### config.mk
export PLATFORM = sky130hd
export DESIGN_NAME = dma_status_update_mc_flat
export DESIGN_NICKNAME = d
export VERILOG_FILES = /design/src/rtl/dma_status_update_mc_if.sv /design/src/rtl/dma_status_update_mc.sv /design/src/flat_wrapper.sv
export SDC_FILE = /design/constraint.sdc
export NUM_CORES = 1
export LEC_CHECK = 0
export ABC_AREA = 0
export CELL_PAD_IN_SITES_DETAIL_PLACEMENT = 1
export CELL_PAD_IN_SITES_GLOBAL_PLACEMENT = 2
export CORE_MARGIN = 2
export CORE_UTILIZATION = 47
export CTS_CLUSTER_DIAMETER = 80
export DETAILED_ROUTE_END_ITERATION = 16
export PLACE_DENSITY_LB_ADDON = 0.2
export SLEW_MARGIN = 30
export SYNTH_ARGS = -nofsm -noshare
export SYNTH_HDL_FRONTEND = slang
export SYNTH_SLANG_ARGS = --single-unit
export TNS_END_PERCENT = 1
### constraint.sdc
create_clock -name clk -period 3.9 [get_ports clk]
set_input_delay 0.585 -clock clk [delete_from_list [all_inputs] [get_ports clk]]
set_output_delay 0.585 -clock clk [all_outputs]
set_load 0.02 [all_outputs]
### src/rtl/dma_status_update_mc_if.sv
// rtl/dma_status_update_mc_if.sv - status-update engine port bundle
interface dma_status_update_mc_if #(
  parameter int NUM_CH   = 2,
  parameter int STATUS_W = 25
);
  localparam int CH_W = (NUM_CH > 1) ? $clog2(NUM_CH) : 1;

  logic                dma_wr_done_valid_i;
  logic [CH_W-1:0]     dma_wr_done_ch_i;
  logic [STATUS_W-1:0] dma_wr_done_status_i;
  logic                dma_wr_done_ready_o;
  logic                dma_status_overflow_o;
  logic [31:0]         csr_control_i;
  logic [31:0]         csr_status_update_o;
  logic [3:0]          csr_status_update_be_o;
  logic                csr_status_update_rq_o;
  logic                csr_status_update_ack_i;
  logic                dma_desc_update_wr_o;
  logic [CH_W-1:0]     dma_desc_update_ch_o;
  logic [31:0]         dma_desc_update_data_o;
  logic [3:0]          dma_desc_update_be_o;
  logic                dma_desc_update_wait_rq;
  logic [NUM_CH-1:0]   dma_irq_clr_i;
  logic [NUM_CH-1:0]   dma_irq_pending_o;
  logic                dma_interupt_rq_o;

  modport slave (
    input  dma_wr_done_valid_i, dma_wr_done_ch_i, dma_wr_done_status_i,
    output dma_wr_done_ready_o, dma_status_overflow_o,
    input  csr_control_i,
    output csr_status_update_o, csr_status_update_be_o, csr_status_update_rq_o,
    input  csr_status_update_ack_i,
    output dma_desc_update_wr_o, dma_desc_update_ch_o, dma_desc_update_data_o,
    output dma_desc_update_be_o,
    input  dma_desc_update_wait_rq,
    input  dma_irq_clr_i,
    output dma_irq_pending_o, dma_interupt_rq_o
  );

  modport master (
    output dma_wr_done_valid_i, dma_wr_done_ch_i, dma_wr_done_status_i,
    input  dma_wr_done_ready_o, dma_status_overflow_o,
    output csr_control_i,
    input  csr_status_update_o, csr_status_update_be_o, csr_status_update_rq_o,
    output csr_status_update_ack_i,
    input  dma_desc_update_wr_o, dma_desc_update_ch_o, dma_desc_update_data_o,
    input  dma_desc_update_be_o,
    output dma_desc_update_wait_rq,
    output dma_irq_clr_i,
    input  dma_irq_pending_o, dma_interupt_rq_o
  );
endinterface

### src/rtl/dma_status_update_mc.sv
// rtl/dma_status_update_mc.sv - multi-channel DMA status FIFO, CSR/descriptor update and IRQ coalescing
module dma_status_update_mc #(
  parameter int NUM_CH     = 2,
  parameter int STATUS_W   = 25,
  parameter int FIFO_DEPTH = 32
) (
  input logic             clk,
  input logic             reset,
  dma_status_update_mc_if.slave bus
);
  localparam int CH_W  = (NUM_CH > 1) ? $clog2(NUM_CH) : 1;
  localparam int AW    = $clog2(FIFO_DEPTH);
  localparam int EW    = CH_W + STATUS_W;
  localparam int CNT_W = STATUS_W - 3;

  localparam logic [2:0] IDLE        = 3'd0;
  localparam logic [2:0] RD_FIFO     = 3'd1;
  localparam logic [2:0] LD_REG      = 3'd2;
  localparam logic [2:0] UPDATE_CSR  = 3'd3;
  localparam logic [2:0] UPDATE_DESC = 3'd4;
  localparam logic [2:0] IRQ         = 3'd5;

  logic [2:0]          state, state_nxt;
  logic [EW-1:0]       mem [FIFO_DEPTH];
  logic [AW-1:0]       wr_ptr, rd_ptr;
  logic [AW:0]         fill;
  logic [EW-1:0]       fifo_q;
  logic                full, empty, wr_en, rd_en;
  logic [CH_W-1:0]     ch_r;
  logic [STATUS_W-1:0] status_r;
  logic                loaded_r;
  logic                overflow_r;
  logic [NUM_CH-1:0]   pending_r, set_vec;
  logic [7:0]          cnt_r [NUM_CH];
  logic [CH_W-1:0]     ch_idx;
  logic                ch_ok, eligible, fire;
  logic [7:0]          thr_eff, cnt_cur;
  logic [31:0]         csr_w, desc_w;
  logic                ctrl_unused;

  assign full  = (fill == (AW+1)'(FIFO_DEPTH));
  assign empty = (fill == '0);
  assign wr_en = bus.dma_wr_done_valid_i & ~full;
  assign rd_en = (state == RD_FIFO) & ~empty;

  always_ff @(posedge clk) begin
    if (wr_en) mem[wr_ptr] <= {bus.dma_wr_done_ch_i, bus.dma_wr_done_status_i};
  end

  // Non-show-ahead read: fifo_q is valid the cycle after rdreq (LD_REG).
  always_ff @(posedge clk or posedge reset) begin
    if (reset) begin
      wr_ptr     <= '0;
      rd_ptr     <= '0;
      fill       <= '0;
      fifo_q     <= '0;
      overflow_r <= 1'b0;
    end else begin
      if (wr_en) wr_ptr <= wr_ptr + 1'b1;
      if (rd_en) begin
        rd_ptr <= rd_ptr + 1'b1;
        fifo_q <= mem[rd_ptr];
      end
      case ({wr_en, rd_en})
        2'b10:   fill <= fill + 1'b1;
        2'b01:   fill <= fill - 1'b1;
        default: fill <= fill;
      endcase
      if (bus.dma_wr_done_valid_i && full) overflow_r <= 1'b1;
    end
  end

  always_comb begin
    state_nxt = state;
    case (state)
      IDLE:        if (!empty) state_nxt = RD_FIFO;
      RD_FIFO:     state_nxt = LD_REG;
      LD_REG:      state_nxt = UPDATE_CSR;
      UPDATE_CSR:  if (bus.csr_status_update_ack_i)
                     state_nxt = status_r[STATUS_W-1] ? UPDATE_DESC : IRQ;
      UPDATE_DESC: if (!bus.dma_desc_update_wait_rq) state_nxt = IRQ;
      IRQ:         state_nxt = IDLE;
      default:     state_nxt = IDLE;
    endcase
  end

  always_ff @(posedge clk or posedge reset) begin
    if (reset) begin
      state    <= IDLE;
      ch_r     <= '0;
      status_r <= '0;
      loaded_r <= 1'b0;
    end else begin
      state <= state_nxt;
      if (state == LD_REG) begin
        {ch_r, status_r} <= fifo_q;
        loaded_r         <= 1'b1;
      end
    end
  end

  // Channel numbers beyond NUM_CH never touch the per-channel IRQ state.
  assign ch_ok    = (int'(ch_r) < NUM_CH);
  assign ch_idx   = ch_ok ? ch_r : '0;
  assign cnt_cur  = cnt_r[ch_idx];
  assign thr_eff  = (bus.csr_control_i[23:16] == 8'd0) ? 8'd1 : bus.csr_control_i[23:16];
  assign eligible = (state == IRQ) & status_r[STATUS_W-2] & bus.csr_control_i[31]
                    & bus.csr_control_i[ch_idx] & ch_ok;
  assign fire     = eligible & (status_r[STATUS_W-3]
                    | (({1'b0, cnt_cur} + 9'd1) >= {1'b0, thr_eff}));

  always_comb begin
    set_vec = '0;
    for (int i = 0; i < NUM_CH; i++) set_vec[i] = fire & (ch_idx == CH_W'(i));
  end

  // Set wins over a same-cycle clear because set_vec is ORed in last.
  always_ff @(posedge clk or posedge reset) begin
    if (reset) begin
      pending_r <= '0;
      for (int i = 0; i < NUM_CH; i++) cnt_r[i] <= '0;
    end else begin
      pending_r <= (pending_r & ~bus.dma_irq_clr_i) | set_vec;
      for (int i = 0; i < NUM_CH; i++) begin
        if (eligible && (ch_idx == CH_W'(i))) cnt_r[i] <= fire ? 8'd0 : cnt_r[i] + 8'd1;
      end
    end
  end

  always_comb begin
    csr_w               = '0;
    csr_w[28 +: CH_W]   = ch_r;
    csr_w[27]           = status_r[STATUS_W-3];
    csr_w[CNT_W-1:0]    = status_r[CNT_W-1:0];
    desc_w              = '0;
    desc_w[31]          = loaded_r;
    desc_w[30]          = status_r[STATUS_W-3];
    desc_w[CNT_W-1:0]   = status_r[CNT_W-1:0];
  end

  assign bus.dma_wr_done_ready_o    = ~full & ~reset;
  assign bus.dma_status_overflow_o  = overflow_r;
  assign bus.csr_status_update_o    = csr_w;
  assign bus.csr_status_update_be_o = {4{loaded_r}};
  assign bus.csr_status_update_rq_o = (state == UPDATE_CSR);
  assign bus.dma_desc_update_wr_o   = (state == UPDATE_DESC);
  assign bus.dma_desc_update_ch_o   = ch_r;
  assign bus.dma_desc_update_data_o = desc_w;
  assign bus.dma_desc_update_be_o   = {4{loaded_r}};
  assign bus.dma_irq_pending_o      = pending_r;
  assign bus.dma_interupt_rq_o      = |pending_r;

  assign ctrl_unused = &{1'b0, bus.csr_control_i};
endmodule

### src/flat_wrapper.sv
// flat-port wrapper written by rule: the top's interface ports become plain ports
module dma_status_update_mc_flat 
#(
  parameter int NUM_CH     = 2,
  parameter int STATUS_W   = 25,
  parameter int FIFO_DEPTH = 32
)
  (clk, reset, bus_dma_wr_done_valid_i, bus_dma_wr_done_ch_i, bus_dma_wr_done_status_i, bus_dma_wr_done_ready_o, bus_dma_status_overflow_o, bus_csr_control_i, bus_csr_status_update_o, bus_csr_status_update_be_o, bus_csr_status_update_rq_o, bus_csr_status_update_ack_i, bus_dma_desc_update_wr_o, bus_dma_desc_update_ch_o, bus_dma_desc_update_data_o, bus_dma_desc_update_be_o, bus_dma_desc_update_wait_rq, bus_dma_irq_clr_i, bus_dma_irq_pending_o, bus_dma_interupt_rq_o);
  dma_status_update_mc_if #(.NUM_CH(NUM_CH), .STATUS_W(STATUS_W)) bus_i ();
  input logic clk;
  input logic reset;
  input wire logic [$bits(bus_i.dma_wr_done_valid_i)-1:0] bus_dma_wr_done_valid_i;
  input wire logic [$bits(bus_i.dma_wr_done_ch_i)-1:0] bus_dma_wr_done_ch_i;
  input wire logic [$bits(bus_i.dma_wr_done_status_i)-1:0] bus_dma_wr_done_status_i;
  output wire logic [$bits(bus_i.dma_wr_done_ready_o)-1:0] bus_dma_wr_done_ready_o;
  output wire logic [$bits(bus_i.dma_status_overflow_o)-1:0] bus_dma_status_overflow_o;
  input wire logic [$bits(bus_i.csr_control_i)-1:0] bus_csr_control_i;
  output wire logic [$bits(bus_i.csr_status_update_o)-1:0] bus_csr_status_update_o;
  output wire logic [$bits(bus_i.csr_status_update_be_o)-1:0] bus_csr_status_update_be_o;
  output wire logic [$bits(bus_i.csr_status_update_rq_o)-1:0] bus_csr_status_update_rq_o;
  input wire logic [$bits(bus_i.csr_status_update_ack_i)-1:0] bus_csr_status_update_ack_i;
  output wire logic [$bits(bus_i.dma_desc_update_wr_o)-1:0] bus_dma_desc_update_wr_o;
  output wire logic [$bits(bus_i.dma_desc_update_ch_o)-1:0] bus_dma_desc_update_ch_o;
  output wire logic [$bits(bus_i.dma_desc_update_data_o)-1:0] bus_dma_desc_update_data_o;
  output wire logic [$bits(bus_i.dma_desc_update_be_o)-1:0] bus_dma_desc_update_be_o;
  input wire logic [$bits(bus_i.dma_desc_update_wait_rq)-1:0] bus_dma_desc_update_wait_rq;
  input wire logic [$bits(bus_i.dma_irq_clr_i)-1:0] bus_dma_irq_clr_i;
  output wire logic [$bits(bus_i.dma_irq_pending_o)-1:0] bus_dma_irq_pending_o;
  output wire logic [$bits(bus_i.dma_interupt_rq_o)-1:0] bus_dma_interupt_rq_o;
  assign bus_i.dma_wr_done_valid_i = bus_dma_wr_done_valid_i;
  assign bus_i.dma_wr_done_ch_i = bus_dma_wr_done_ch_i;
  assign bus_i.dma_wr_done_status_i = bus_dma_wr_done_status_i;
  assign bus_dma_wr_done_ready_o = bus_i.dma_wr_done_ready_o;
  assign bus_dma_status_overflow_o = bus_i.dma_status_overflow_o;
  assign bus_i.csr_control_i = bus_csr_control_i;
  assign bus_csr_status_update_o = bus_i.csr_status_update_o;
  assign bus_csr_status_update_be_o = bus_i.csr_status_update_be_o;
  assign bus_csr_status_update_rq_o = bus_i.csr_status_update_rq_o;
  assign bus_i.csr_status_update_ack_i = bus_csr_status_update_ack_i;
  assign bus_dma_desc_update_wr_o = bus_i.dma_desc_update_wr_o;
  assign bus_dma_desc_update_ch_o = bus_i.dma_desc_update_ch_o;
  assign bus_dma_desc_update_data_o = bus_i.dma_desc_update_data_o;
  assign bus_dma_desc_update_be_o = bus_i.dma_desc_update_be_o;
  assign bus_i.dma_desc_update_wait_rq = bus_dma_desc_update_wait_rq;
  assign bus_i.dma_irq_clr_i = bus_dma_irq_clr_i;
  assign bus_dma_irq_pending_o = bus_i.dma_irq_pending_o;
  assign bus_dma_interupt_rq_o = bus_i.dma_interupt_rq_o;
  dma_status_update_mc #(.NUM_CH(NUM_CH), .STATUS_W(STATUS_W), .FIFO_DEPTH(FIFO_DEPTH)) u_core (.clk(clk), .reset(reset), .bus(bus_i));
endmodule
==> run_results.csv <==
group,metric,value,unit
outcome,outcome,"completed",
power_and_ir_drop,p_leak,14.3,nW
power_and_ir_drop,power.net_switching,9.48,mW
global_route,grt_pass1_wl,135000,um
sta,setup_viol,0,
cells_and_area,layout_common_cells,"edfxtp_1, mux2i_1, mux4_2",
place,dp.cells,3161,
detailed_routing,wl_per_cell,27.1,um
place,place_congestion,0.793,
critical_path,cp-startpoint,"u_core.cnt_r[10]",
critical_path,r2r_setup_slack,0.59,ns
global_route,grt_max_degree,58,
cells_and_area,utilization,54.1,%
critical_path,path_max_fanout,8,
cells_and_area,nets,2294,
synthesis,yosys.area.top_type,"edfxtp_1",
min_path,hp-class,"in2async",
clocking,cts_setup_buffers,0,
clocking,path_clk_slew,0.06,ns
synthesis,synthCells,2059,
floorplanning,dieArea,81200,um2
critical_path,critPathArrivalTime,3.85,ns
synthesis,yosys-top-cells-area,"edfxtp_1, mux4_2, dfrtp_1",
sta,fin_ws,0.586,ns
synthesis,synth_edf_count,832,
cells_and_area,fill_cells,7097,
clocking,htree_levels,3,
cells_and_area,num_antenna_cells,0,
power_and_ir_drop,ir_worst_vdd,0.428,mV
synthesis,synth_area_per_cell,18.0,um2
critical_path,crit_cells,12,
detailed_routing,drt_iter0_drc,1830,
detailed_routing,routed_via_density,5.80,
floorplanning,start_util,47.2,%
clocking,cts_buffer_depth,3,
critical_path,path_cells,"nand3_1 > nor3_1 > and3_1 > xnor2_1 > mux2i_1 > ha_1 > a211oi_1 > o21ai_0 > a311oi_2 > buf_4 > nand3b_1 > o22ai_1",
detailed_routing,postRouteAntennaNets,0,
floorplanning,dieHeight,285,um
power_and_ir_drop,p_int,20.6,mW
synthesis,seq_area_frac_synth,73.5,%
global_route,grt_pass1_vias,20700,
critical_path,start_kind,"flip-flop",
sta,min_period,3.31,ns
cells_and_area,layout_commonest_cell,"edfxtp_1",
run,maxCapViolCount,0,
floorplanning,coreArea,78600,um2
critical_path,cp-endpoint,"u_core.cnt_r[13]",
cells_and_area,seq_area,27300,um2
critical_path,cp_slowest_stage_delay,0.52,ns
clocking,ctsHoldBuffers,0,
power_and_ir_drop,combPwrFrac,29.4,%
synthesis,ys_async_sr_fraction,9.86,%
sta,rsz0062_at_grt,"no",
critical_path,endpoint_kind,"flip-flop",
sta,hold_viol,0,
power_and_ir_drop,power_density,707,nW/um2
power_and_ir_drop,power.share.clock,28.6,%
critical_path,rr_worst_depth,12,
clocking,worstSkewPairLatency,0.64,ns
power_and_ir_drop,switching_share,31.5,%
sta,worst_pin_slew,0.941,ns
synthesis,yosys_warnings,0,
floorplanning,fp.dieW,285,um
sta,finalSetupTns,0,ns
synthesis,netlist_area,37100,um2
critical_path,crit_buf_inv,1,
sta,finalCritPeriodShare,85.0,%
power_and_ir_drop,pwr-share-seq,42.0,%
floorplanning,io_pins,145,
clocking,cts_tree,"yes",
global_route,antenna_found_initial,1,
floorplanning,fp-row-count,103,
global_route,overflow,0,
clocking,cts-buffers-inserted,94,
critical_path,crit_path_top_delay_cell,"nor3_1",
global_route,grt_usage,22.5,%
clocking,cts_root_buf,"clkbuf_16",
detailed_routing,drc,0,
cells_and_area,area_growth,14.6,%
synthesis,ys_types,64,
clocking,post_cts_resize_count,0,
synthesis,synthFlopType,"edfxtp_1",
clocking,cts.sinks,923,
cells_and_area,multi_input_area,8790,um2
critical_path,required,4.44,ns
synthesis,yosysTopAreaCellShare,67.4,%
detailed_routing,vias,19400,
power_and_ir_drop,power,30.0,mW
place,hpwlAfterDp,54500,um
sta,skew,0.0261,ns
sta,max_freq,0.302,GHz
critical_path,critical_path.top_delay_family,"simple AND/OR/NAND/NOR gates",
cells_and_area,stdcell_count,3339,
detailed_routing,firstDrtPassIters,5,
place,io_buffers,107,
place,dp_worst_setup_slack,0.612,ns
critical_path,path_class,"reg2reg",
critical_path,worstReg2RegEnd,"u_core.cnt_r[13]",
sta,maxSlewViolCount,0,
cells_and_area,drive_above_1_share,20.5,%
critical_path,rr_startpoint,"u_core.cnt_r[10]",
sta,max-slew-margin-rel,35.6,%
synthesis,ys_seq_elements,923,
detailed_routing,finalWirelength,90400,um
worst reg2reg max path, cell delays in order (launching register included):
cell and delay, ns:
dfrtp_1 0.42, nand3_1 0.16, nor3_1 0.52, and3_1 0.28
xnor2_1 0.15, mux2i_1 0.10, ha_1 0.33, a211oi_1 0.21
o21ai_0 0.13, a311oi_2 0.26, buf_4 0.22, nand3b_1 0.23
o22ai_1 0.23
worst min-delay path by stage:
| stage | cells after the start | start | slack [ns] | to |
|---|---|---|---|---|
| after floorplan | 2 | u_core.fifo_q[8] | 0.44 | u_core.fifo_q[8] |
| after global placement | 1 | u_core.bus.dma_status_overflow_o | 0.45 | u_core.bus.dma_status_overflow_o |
| after detailed placement | 1 | u_core.bus.dma_status_overflow_o | 0.47 | u_core.bus.dma_status_overflow_o |
| after CTS | 2 | reset | 0.46 | u_core.rd_ptr[1] |
| after global routing | 1 | bus_dma_wr_done_status_i[8] | 0.48 | u_core.mem[17][8] |
| final | 2 | reset | 0.45 | u_core.bus.dma_status_overflow_o |
cell usage after synthesis (all sizes together) (6+ instances only):
cell type  number
a2111oi        18
a211oi         26
a21oi           8
a221o           6
a22oi          11
a31oi          21
and3            6
buf           146
clkbuf         38
dfrtp          91
edfxtp        832
ha             21
inv            35
mux2           40
mux2i         210
mux4          113
nand2          44
nand3          18
nand3b         11
nand4          10
nor2          126
nor3           24
nor4           11
o21a            7
o21ai          16
o221ai         11
o22ai          69
o2bb2ai        14
or3            14
xnor2          17
per-layer routing:
layer  GRT usage (%)  wire [um]  share of wire (%)
met1            31.2      39200                 43
met2            36.9      44100                 49
met3            3.89       5030                5.6
met4            6.44       2080                2.3
met5               0          0                  0
layout make-up:
class | instances | area share, %
repair buffers | 221 | 4.77
well taps | 1050 | 3.09
multi-input cells | 931 | 20.7
clock inverters | 46 | 0.715
flip-flops and latches | 923 | 64.2
clock buffers | 132 | 6.24
inverters | 36 | 0.324
registers in the layout (all words and copies together), names as in the netlist, 3 cells and up:
register	flops
u_core.cnt_r	16
u_core.fifo_q	26
u_core.fill	6
u_core.mem	832
u_core.rd_ptr	5
u_core.state	3
u_core.status_r	25
u_core.wr_ptr	5
power by group through the flow:
stage / Sequential (mW) / Clock (mW) / Combinational, mW
floorplan: 12.3 / 0 / 6.53
global placement: 12.8 / 0 / 8.76
detailed placement: 12.8 / 0 / 8.93
CTS: 12.6 / 8.77 / 8.96
global route: 12.7 / 9.12 / 9.53
finish: 12.6 / 8.60 / 8.82
metrics by stage:
step                hold WS, ns  area [um2]
finish                    0.449       42500
global route              0.479       42500
CTS                       0.459       42500
detailed placement        0.465       39600
global placement          0.451       39600
floorplan                 0.443       37100
logic make-up (layout without fill, tap and decap cells):
| group | Yosys count | count (layout) | synth area share, % |
|---|---|---|---|
| flops | 923 | 923 | 73.5 |
| mux | 363 | 363 | 13.7 |
| simple gates | 289 | 289 | 3.75 |
| compound gates | 221 | 221 | 4.22 |
| buf+inv | 220 | 435 | 3.54 |
| fa+ha+maj | 22 | 22 | 0.762 |
| xor+xnor | 20 | 20 | 0.472 |
| other cells | 1 | 16 | 0.0101 |
Note: power is estimated with default switching activity, not from simulation.
